**src/rtl/moving_average_ctrl.sv**
```systemverilog
// Moving-average datapath controller.
//
// Accepts a window-length configuration and runs a reconfiguration sequence of
// CLEAR, FILL and SETTLE before it enters RUN. CLEAR asserts the datapath clear
// for CLEAR_LEN cycles. FILL counts ma_window accepted samples. SETTLE waits
// PIPE_LATENCY cycles for the datapath pipeline to drain. While RUN is active,
// downstream sees the datapath's valid signal through a register.
//
// Ports:
//   clk, reset_n          clock, asynchronous active-low reset
//   cfg_window/cfg_valid  configuration request (must be a power of two)
//   cfg_ready             configuration can be accepted (IDLE or RUN)
//   cfg_error             one-cycle pulse after a rejected configuration
//   in_valid              upstream sample valid
//   ma_window             window driven to the datapath
//   ma_enable             sample valid forwarded to the datapath (combinational)
//   ma_clear              datapath clear request
//   ma_valid              datapath output valid
//   out_valid             qualified average valid to downstream
//   busy                  reconfiguration in progress
module moving_average_ctrl #(
    parameter int unsigned WINDOW_SIZE  = 6,
    parameter int unsigned CLEAR_LEN    = 4,
    parameter int unsigned PIPE_LATENCY = 5
) (
    input  logic                 clk,
    input  logic                 reset_n,
    input  logic [WINDOW_SIZE:0] cfg_window,
    input  logic                 cfg_valid,
    output logic                 cfg_ready,
    output logic                 cfg_error,
    input  logic                 in_valid,
    output logic [WINDOW_SIZE:0] ma_window,
    output logic                 ma_enable,
    output logic                 ma_clear,
    input  logic                 ma_valid,
    output logic                 out_valid,
    output logic                 busy
);

    localparam logic [3:0] ClearLast  = 4'(CLEAR_LEN - 1);
    localparam logic [3:0] SettleLast = 4'(PIPE_LATENCY - 1);
    localparam logic [WINDOW_SIZE:0] One = {{WINDOW_SIZE{1'b0}}, 1'b1};

    typedef enum logic [2:0] {
        StIdle,
        StClear,
        StFill,
        StSettle,
        StRun
    } state_e;

    state_e               state_q;
    logic [3:0]           phase_cnt_q;  // shared by CLEAR and SETTLE
    logic [WINDOW_SIZE:0] fill_cnt_q;
    logic [WINDOW_SIZE:0] fill_cnt_inc;
    logic                 handshake;
    logic                 cfg_legal;

    // A legal window has exactly one bit set.
    assign cfg_legal    = (cfg_window != '0) && ((cfg_window & (cfg_window - One)) == '0);
    // cfg_ready is high only in IDLE and RUN, so it also qualifies the handshake.
    assign handshake    = cfg_valid && cfg_ready;
    assign fill_cnt_inc = fill_cnt_q + One;

    assign ma_enable = in_valid &&
                       ((state_q == StFill) || (state_q == StSettle) || (state_q == StRun));

    always_ff @(posedge clk or negedge reset_n) begin
        if (!reset_n) begin
            state_q     <= StIdle;
            phase_cnt_q <= '0;
            fill_cnt_q  <= '0;
            cfg_ready   <= 1'b1;
            cfg_error   <= 1'b0;
            ma_window   <= One;
            ma_clear    <= 1'b0;
            out_valid   <= 1'b0;
            busy        <= 1'b0;
        end else begin
            cfg_error <= 1'b0;
            out_valid <= 1'b0;
            case (state_q)
                StIdle, StRun: begin
                    if (handshake && cfg_legal) begin
                        // A configuration wins over RUN, so out_valid drops on the next cycle.
                        state_q     <= StClear;
                        ma_window   <= cfg_window;
                        ma_clear    <= 1'b1;
                        busy        <= 1'b1;
                        cfg_ready   <= 1'b0;
                        phase_cnt_q <= '0;
                        fill_cnt_q  <= '0;
                    end else begin
                        cfg_error <= handshake;
                        if (state_q == StRun) begin
                            out_valid <= ma_valid;
                        end
                    end
                end
                StClear: begin
                    if (phase_cnt_q == ClearLast) begin
                        state_q  <= StFill;
                        ma_clear <= 1'b0;
                    end else begin
                        phase_cnt_q <= phase_cnt_q + 4'd1;
                    end
                end
                StFill: begin
                    if (in_valid) begin
                        fill_cnt_q <= fill_cnt_inc;
                        if (fill_cnt_inc == ma_window) begin
                            state_q     <= StSettle;
                            phase_cnt_q <= '0;
                        end
                    end
                end
                StSettle: begin
                    if (phase_cnt_q == SettleLast) begin
                        state_q   <= StRun;
                        busy      <= 1'b0;
                        cfg_ready <= 1'b1;
                    end else begin
                        phase_cnt_q <= phase_cnt_q + 4'd1;
                    end
                end
                default: begin
                    state_q   <= StIdle;
                    ma_clear  <= 1'b0;
                    busy      <= 1'b0;
                    cfg_ready <= 1'b1;
                end
            endcase
        end
    end

endmodule

```
**config.mk**
```make
export PLATFORM = sky130hd
export DESIGN_NAME = moving_average_ctrl
export DESIGN_NICKNAME = d
export VERILOG_FILES = /design/src/rtl/moving_average_ctrl.sv
export SDC_FILE = /design/constraint.sdc
export NUM_CORES = 1
export LEC_CHECK = 0
export ABC_AREA = 1
export BUFFER_PORTS_ARGS = -buffer_cell sky130_fd_sc_hd__buf_2
export CAP_MARGIN = 20
export CORE_ASPECT_RATIO = 1.25
export CORE_MARGIN = 2
export CORE_UTILIZATION = 56
export DETAILED_ROUTE_END_ITERATION = 10
export GPL_TIMING_DRIVEN = 0
export PLACE_DENSITY = 0.89
export SLEW_MARGIN = 10
export SYNTH_ARGS = -nofsm -noshare
export SYNTH_HDL_FRONTEND = slang
export SYNTH_SLANG_ARGS = --single-unit
```
**constraint.sdc**
```tcl
create_clock -name clk -period 1.75 [get_ports clk]
set_input_delay 0.2625 -clock clk [delete_from_list [all_inputs] [get_ports clk]]
set_output_delay 0.2625 -clock clk [all_outputs]
set_load 0.03 [all_outputs]
```
# Yosys cells after proc, flatten, opt, wreduce, memory -nomap -nowiden
# Cells that the tools add are included.
totals:
  register_bits: 26
  latchBits: 0
  ramBits: 0
  romBits: 0
  inputBits: 12
  out_inout_bits: 13
  elab_cells: 77
  memories: 0
classes:
  n_addsub: 3
  n_mul: 0
  div: 0
  order_cmp: 0
  eq_ne: 14
  n_shift: 0
  n_mux: 28
  bitwise: 3
  reduce_logical: 20
op_table:
  columns: ["cell", "n"]
  rows:
  - ["4-bit two-way mux", 5]
  - ["4-bit one-hot mux with 4 select lines", 1]
  - ["3-bit two-way mux", 5]
  - ["7-bit two-way mux", 2]
  - ["7-bit one-hot mux with 2 select lines", 1]
  - ["3-bit one-hot mux with 4 select lines", 1]
  - ["1-bit two-way mux", 10]
  - ["2-bit != test (second input constant)", 5]
  - ["1-bit one-hot mux with 3 select lines", 3]
  - ["3-bit AND reduction", 3]
  - ["7-bit by 1-bit adder with 7-bit output (second input constant)", 1]
  - ["7-bit bitwise AND", 1]
  - ["7-bit equality test", 1]
  - ["7-bit zero test", 1]
  - ["7-bit nonzero test", 1]
  - ["7-bit by 1-bit subtractor with 7-bit output (second input constant)", 1]
  - ["3-bit by 2-bit equality test with 1-bit output (second input constant)", 2]
  - ["6-bit AND reduction", 1]
  - ["2-bit OR reduction", 3]
  - ["5-bit AND reduction", 1]
  - ["4-bit by 1-bit adder with 4-bit output (second input constant)", 1]
  - ["4-bit by 2-bit equality test with 1-bit output (second input constant)", 1]
  - ["4-bit by 3-bit equality test with 1-bit output (second input constant)", 1]
  - ["1-bit logical AND", 4]
  - ["9 further kinds", 12]

# Depth between registers and ports, before layout
# Gate-level depths: netlist (run 1).
logic_depth:
  word_depth: 7
  ltp_mapped: 13
  depth_no_buf: 12

# Worst setup path after synthesis (run 1)
# OpenSTA, ideal clock, no wires.
synth_timing:
  path_type: "register to register"
  startpoint: "register fill_cnt_q[1]"
  endpoint: "register phase_cnt_q[0]"
  setup_time_ns: 0.117
  t_arrival_ns: 1.483
  required_time_ns: 1.633
  setup_slack_ns: 0.150
  path_stages_with_launch: 13
  path_cell_list: "dfrtp_1 -> ha_1 -> buf_2 -> xor2_1 -> nand2_1 -> nand2_1 -> nand3_1 -> nor2_1 -> nand2_1 -> nand2_2 -> nand2_4 -> nand2_1 -> nand2_1"
synth_between:
  elab_chain_cells: 4
synth_rtl:
  columns: ["element", "line_no", "rtl"]
  rows:
  - ["start: declaration", "55", "logic [WINDOW_SIZE:0] fill_cnt_q;"]
  - ["start signal: assignment", "111", "fill_cnt_q <= fill_cnt_inc;"]
  - ["7-bit by 1-bit adder with 7-bit output", "64", "assign fill_cnt_inc = fill_cnt_q + One;"]
  - ["7-bit equality test", "112", "if (fill_cnt_inc == ma_window) begin"]
  - ["2-bit by 1-bit != test with 1-bit output (no source line)", null, null]
  - ["6-bit AND reduction (no source line)", null, null]
  - ["end signal: assignment", "106", "phase_cnt_q <= phase_cnt_q + 4'd1;"]
  - ["end signal: assignment", "124", "phase_cnt_q <= phase_cnt_q + 4'd1;"]
  - ["end: declaration", "54", "logic [3:0] phase_cnt_q;"]
# Every way passes these cells.
# A chain may end at the register's enable or synchronous reset.

# Worst setup path after layout (run 1)
layout_timing:
  startpoint: "register state_q[1]"
  endpoint: "output ma_enable"
layout_between:
  elab_chain_cells: 4
  word_cells_on_any_way: 6
  classes_between: "eq/ne (3); reduce/logical (3)"
layout_rtl:
  columns: ["element", "line_no", "rtl"]
  rows:
  - ["start: declaration", "53", "state_e state_q;"]
  - ["start signal: assignment", "71", "state_q <= StIdle;"]
  - ["start signal: assignment", "87", "state_q <= StClear;"]
  - ["start signal: assignment", "103", "state_q <= StFill;"]
  - ["3-bit by 2-bit equality test with 1-bit output", "67", "((state_q == StFill) || (state_q == StSettle) || (state_q == StRun));"]
  - ["1-bit logical OR", "67", null]
  - ["1-bit logical OR *", "67", null]
  - ["1-bit logical AND *", "66", "assign ma_enable = in_valid &&"]
  - ["end: declaration", "34", "output logic ma_enable,"]
# Mark *: on every way between the ends. The rest lies on a longest branch, timed or not.

==> out/qor.yml, run 1 <==
outcome: "finished, violations left"
violations: "setup timing"
layout_setup_ws_ns: -0.001910
fin_util: 0.6957
rsz0062_at_grt: "yes"
syn_inst: 230
nNetsFinal: 283
ff_latch_area_um2: 658.1
grt_usage: 0.2443
drtPass1Iterations: 6
grt_pass1_vias: 1602
instances_no_fill: 303
top_level_ports: 25
path_cells: "inv_2, nor3_4, inv_2, o21ai_2, o21ai_1, inv_1, buf_6"
die_y_um: 65.04
clock_latency_ns: 0.33
period_share: 1.001
drv_cap: 0
cts.path.max_buffers: 2
arrival_ns: 1.49
synth_area_mm2: 0.001669
multi_input_area_um2: 889.6
grt_first_pass_wirelength_um: 6361
synth-compound-area-share: 0.07121
setup_viol: 1
via_count: 1632
avgSynthCellArea_um2: 7.257
skew_ns: 0.01066
drive_gt1_frac: 0.2996
htree_levels: 1
drc_errors: 0
die-width_um: 52.83
place_inst: 290
antenna_found_initial: 0
die_area_mm2: 0.003436
postRouteAntennaNets: 0
port_buffers: 24
hold_class: "input port to flop"
start_util: 0.5775
crit_type: "flop to output pin"
place.gp.congestion: 0.8937
fin_crit_ns: 1.752
vdd_ir_drop_max_v: 0.001102
drv_slew: 0
fill_cells: 236
relSlewSlack: 0.6123
cpMostUsedCell: "inv_2"
wl_per_cell_um: 13.00
cts_root_buf: "clkbuf_4"
synth-xor-area-share: 0.02099
synthAdderAreaFrac: 0.02249
cts-buffers-inserted: 3
crit_fanout: 5
synth-seq-area-share: 0.3913
synth_warnings: 0
hold_violations: 0
clk_pin_slew_worst_paths_ns: 0.15
syn_nets: 245
synthMuxAreaShare: 0
crit_required_ns: 1.49
synth_seq_cells: 26
rows: 22
cts_tree: "built"
areaGrowthSynthToFinish_pct: 20.46
synth_top_family_by_area: "simple AND/OR/NAND/NOR gates"
worstMarginPinSlew_ns: 0.5816
grt_max_degree: 27
max_freq_mhz: 570.8
synth.distinct_cells: 32
hpwl_um: 2811
finalWirelength_um: 3940
synth-simple-area-share: 0.3966
core_area_mm2: 0.002890
cts.sinks: 26
start_kind: "flop"
whs_ns: 0.1374
critical_path.slowest_cell: "dfrtp_2"
crit_path_end_kind: "output pin"
vias_per_cell: 5.386
drt_iter0_drc: 31
antenna_cells: 0
power.density_mw_per_mm2: 1507
grt-ovfl-total: 0
p_leak_nw: 1.063
power_w: 0.003030
max_stage_delay_ns: 0.44
finalSetupTns_ns: -0.001910
cell usage after synthesis, drive strengths merged:
library cell	n	area share
xor2	2	0.010
a311oi	1	0.0052
inv	31	0.070
a21oi	3	0.0090
nand3b	2	0.016
nor3	1	0.0097
and3	1	0.0038
o21ai	16	0.057
nand4	4	0.019
nand3	24	0.072
clkinv	1	0.0022
or2	4	0.016
dfrtp	24	0.36
ha	3	0.022
nand2	83	0.20
dfstp	2	0.031
buf	5	0.025
nor2	21	0.055
xnor2	2	0.010
placed cells by master, fill, tap and decap left out, drive strengths merged:
cell | netlist | final
nand4 | 4 | 4
xnor2 | 2 | 2
nor3 | 1 | 1
bufinv | 0 | 1
nand3b | 2 | 2
buf | 5 | 37
o21ai | 16 | 16
clkbuf | 0 | 3
or2 | 4 | 4
inv | 31 | 31
a21oi | 3 | 3
nor2 | 21 | 21
dlygate4sd3 | 0 | 1
ha | 3 | 3
a311oi | 1 | 1
xor2 | 2 | 2
nand2 | 83 | 83
dfrtp | 24 | 24
and3 | 1 | 1
clkinv | 1 | 1
nand3 | 24 | 24
dfstp | 2 | 2
worst max-delay path, delay by kind of cell (launching register included):
| family | cells | cell delay [ns] |
|---|---|---|
| flip-flops | 1 | 0.44 |
| buffers and inverters | 4 | 0.37 |
| AO/OA/AOI/OAI | 2 | 0.16 |
| AND/OR/NAND/NOR | 1 | 0.19 |
path summary, 6_finish.rpt:
path | from | to | slack, ns | cells after the start
worst max-delay path | state_q[1]$_DFFE_PN0P_ | ma_enable | -0.002 | 7
worst min-delay path | cfg_window[0] | ma_window[0]$_DFFE_PN1P_ | 0.14 | 3
worst max register to register | fill_cnt_q[1]$_DFFE_PN0P_ | phase_cnt_q[3]$_DFFE_PN0P_ | 0.03 | 12
worst min register to register | busy$_DFFE_PN0P_ | busy$_DFFE_PN0P_ | 0.49 | 2
max in group asynchronous | reset_n | state_q[2]$_DFFE_PN0P_ | 0.88 | 2
min in group asynchronous | reset_n | cfg_error$_DFF_PN0_ | 0.45 | 2
sequential cells by signal (all words and copies together), names as in the netlist:
register	cells
busy	1
fill_cnt_q	7
out_valid	1
cfg_error	1
ma_clear	1
cfg_ready	1
ma_window	7
phase_cnt_q	4
state_q	3
area by class of cell:
class                           count  share of cell area
Multi-Input combinational cell    167              0.4424
Inverter                           32             0.05974
Clock inverter                      1             0.01493
Clock buffer                        3             0.01120
Sequential cell                    26              0.3273
Buffer                              5             0.02427
Tap cell                           36             0.02240
Timing Repair Buffer               33             0.09770
cells by family (layout without fill, tap and decap cells):
family	Yosys count	in the layout
buf+inv	37	74
xor+xnor	4	4
simple gates	140	140
fa+ha+maj	3	3
compound gates	20	20
flops	26	26
per-layer routing:
metal  vias to the layer above  share of wire  GRT usage
met4                         0          0.037     0.1346
met1                       767           0.39     0.2604
met2                        48           0.53     0.4438
met5                         -              0          0
li1                        799              -          -
met3                        18          0.038    0.03456
per-stage QoR:
stage	setup WS (ns)	area, um2
after global routing	-0.1152	2011
final	-0.001910	2011
after detailed placement	-0.08383	1834
after floorplan	0.1503	1669
after global placement	-0.03081	1834
after CTS	0.0004443	1936
report_power, final:
part           leakage (nW)  internal (W)  switching (W)  total (W)
Sequential            0.329      0.000778       0.000179   0.000957
Combinational         0.706      0.000621        0.00104    0.00166
Clock                0.0279      0.000232       0.000182   0.000413
repair_timing:
action,in CTS,in global routing
hold buffers,1,0
hold endpoints to repair,24,0
pin swaps,1,6
setup endpoints to repair,6,7
buffers inserted,2,6
gates resized for setup,8,11
Note: power is estimated with default switching activity, not from simulation.
==> run 2: changes to the inputs <==
==> constraint.sdc (replaced) <==
create_clock -name clk -period 1.85 [get_ports clk]
set_input_delay 0.185 -clock clk [delete_from_list [all_inputs] [get_ports clk]]
set_output_delay 0.185 -clock clk [all_outputs]
set_load 0.03 [all_outputs]
==> out/qor.yml, run 2 (synthesis gave the netlist of run 1 again) <==
layout_setup_ws_ns: 0.1049  # +0.1068 ns
port_buffers: 24  # unchanged
hold_class: "input port to flop"
hold_violations: 0  # unchanged
power.share.clock: 0.142  # +0.006
mostFrequentLayoutCell: "nand2_1"
grt_max_degree: 27  # unchanged
place.gp.congestion: 0.8937  # unchanged
rr_startpoint: "fill_cnt_q[1]$_DFFE_PN0P_"
outcome: "completed"
pre_cts_slack_ns: 0.01617  # +0.1000 ns
grt_first_pass_wirelength_um: 6292  # -1.1%
grt_most_used_layer: "met2"
antenna_found_initial: 0  # unchanged
finalWirelength_um: 3761  # -4.5%
crit_end: "ma_enable"
antenna_cells: 0  # unchanged
crit_type: "flop to output pin"
hpwl_um: 2811  # unchanged
htree_levels: 1  # unchanged
clock_latency_ns: 0.33  # about the same
finalSetupTns_ns: 0  # +0.001910 ns
worstMarginPinSlew_ns: 0.5924  # +0.01089 ns
drv_slew: 0  # unchanged
p_sw_frac: 0.4633  # +0.001499
via_count: 1582  # -3.1%
max_freq_mhz: 573.0
areaGrowthSynthToFinish_pct: 17.99
fill_cells: 250  # +5.9%
cts.path.max_buffers: 2  # unchanged
drc_errors: 0  # unchanged
drt_iter0_drc: 44  # +42%
startpoint: "state_q[1]$_DFFE_PN0P_"
setup_viol: 0  # -1
max_stage_delay_ns: 0.44  # about the same
drtPass1Iterations: 4  # -2
top_level_ports: 25  # unchanged
drv_cap: 0  # unchanged
vias_per_cell: 5.273  # -2.1%
comb_power_share: 0.537  # -0.011
crit_required_ns: 1.66  # +0.17 ns
grt_pass1_vias: 1594  # -0.50%
clk_pin_slew_worst_paths_ns: 0.15  # about the same
power.density_mw_per_mm2: 1414  # -6.1%
cts_root_buf: "clkbuf_4"
cp.buffers_inverters: 4  # unchanged
reg2reg_depth: 12  # unchanged
power.internal_w: 0.001495  # -8.3%
period_share: 0.9433
met2_usage: 0.4375  # -0.006250
grt_use_met3: 0.04378  # +0.009217
path_delay_family: "flip-flops"
postRouteAntennaNets: 0  # unchanged
cts-buffers-inserted: 3  # unchanged
r2r_slack_ns: 0.12  # +0.09 ns
die_area_mm2: 0.003436  # unchanged
wl_per_cell_um: 12.54  # -3.6%
start_util: 0.5775  # unchanged
grtUsageMet1: 0.2467  # -0.01376
cts.sinks: 26  # unchanged
fin_crit_ns: 1.745
crit_path_end_kind: "output pin"
cpMostUsedCell: "inv_2"
grt_usage: 0.2409  # -0.003428
p_leak_nw: 1.045  # -1.7%
rows: 22  # unchanged
path_cells: "inv_2, nor3_4, inv_2, o21ai_1, o21ai_0, inv_1, clkbuf_4"
grt-ovfl-total: 0  # unchanged
reg2reg_to: "phase_cnt_q[3]$_DFFE_PN0P_"
crit_fanout: 5  # unchanged
drive_gt1_frac: 0.2765  # -0.02311
die-width_um: 52.83  # unchanged
die_y_um: 65.04  # unchanged
core_area_mm2: 0.002890  # unchanged
cp.depth: 7  # unchanged
cts_tree: "built"
arrival_ns: 1.56  # +0.07 ns
skew_ns: 0.006544  # -0.004118 ns
start_kind: "flop"
fin_util: 0.6814  # -0.01429
nNetsFinal: 280  # -1.1%
power_switching_w: 0.001291  # -7.8%
rsz0062_at_grt: "yes"
relSlewSlack: 0.6050  # -0.007260
reg_top3: "fill_cnt_q x7, ma_window x7, phase_cnt_q x4"
layout_common_cells: "nand2_1 (75), inv_1 (26), buf_2 (25)"
seqPwrFrac: 0.321  # +0.005
power_w: 0.002785  # -8.1%
vdd_ir_drop_max_v: 0.001077  # -2.3%
critical_path.slowest_cell: "dfrtp_1"
## run 2: tightest hold or removal path, delay by kind of cell
kind,cells,cell delay (ns)
and+or+nand+nor,2,0.11
buffers and inverters,1,0.11
## run 2: what timing repair did
item                       CTS  global route
setup endpoints to repair    2             6
resized for setup            0            13
gates cloned                 0             0
pin swaps                    1             6
hold buffers                 1             0
buffers inserted             2             3
hold endpoints to repair    24             0
## run 2: final cells by class
cell class	instances	area (um2)	area share
Buffer	5	48.80	0.02478
Tap cell	36	45.04	0.02287
Clock inverter	1	30.03	0.01525
Sequential cell	26	656.9	0.3335
Multi-Input combinational cell	167	875.8	0.4447
Timing Repair Buffer	30	170.2	0.08640
Inverter	32	120.1	0.06099
Clock buffer	3	22.52	0.01144
## run 2: routing by layer
| metal | wire length (um) | vias to the layer above |
|---|---|---|
| li1 | - | 790 |
| met1 | 1511 | 740 |
| met2 | 1986 | 36 |
| met3 | 135 | 16 |
| met4 | 127 | 0 |
| met5 | 0 | - |
## run 2: power by group through the flow
stage	combinational, W	sequential (W)	clock (W)
after floorplan	0.000923	0.00104	0
after global placement	0.00136	0.000896	0
after detailed placement	0.00140	0.000903	0
after CTS	0.00144	0.000886	0.000402
after global routing	0.00167	0.000910	0.000425
final	0.00150	0.000895	0.000394
## run 2: worst min-delay path by stage
stage                        from  cells past startpoint                        to  slack (ns)
floorplan                 reset_n                      0          busy$_DFFE_PN0P_       -0.11
global route        cfg_window[0]                      3  ma_window[0]$_DFFE_PN1P_        0.08
detailed placement        reset_n                      1  ma_window[1]$_DFFE_PN0P_        0.22
finish              cfg_window[0]                      3  ma_window[0]$_DFFE_PN1P_        0.06
CTS                 cfg_window[0]                      3  ma_window[0]$_DFFE_PN1P_        0.05
global placement          reset_n                      1  ma_window[1]$_DFFE_PN0P_        0.21
## run 2: per-stage QoR
stage	area (um2)	std cells	hold WS [ns]
3_3_place_gp	1834	290	0.2130
5_1_grt	1969	300	0.08324
4_1_cts	1912	297	0.05414
3_5_place_dp	1834	290	0.2248
2_1_floorplan	1669	230	-0.1106
6_report	1969	300	0.05783
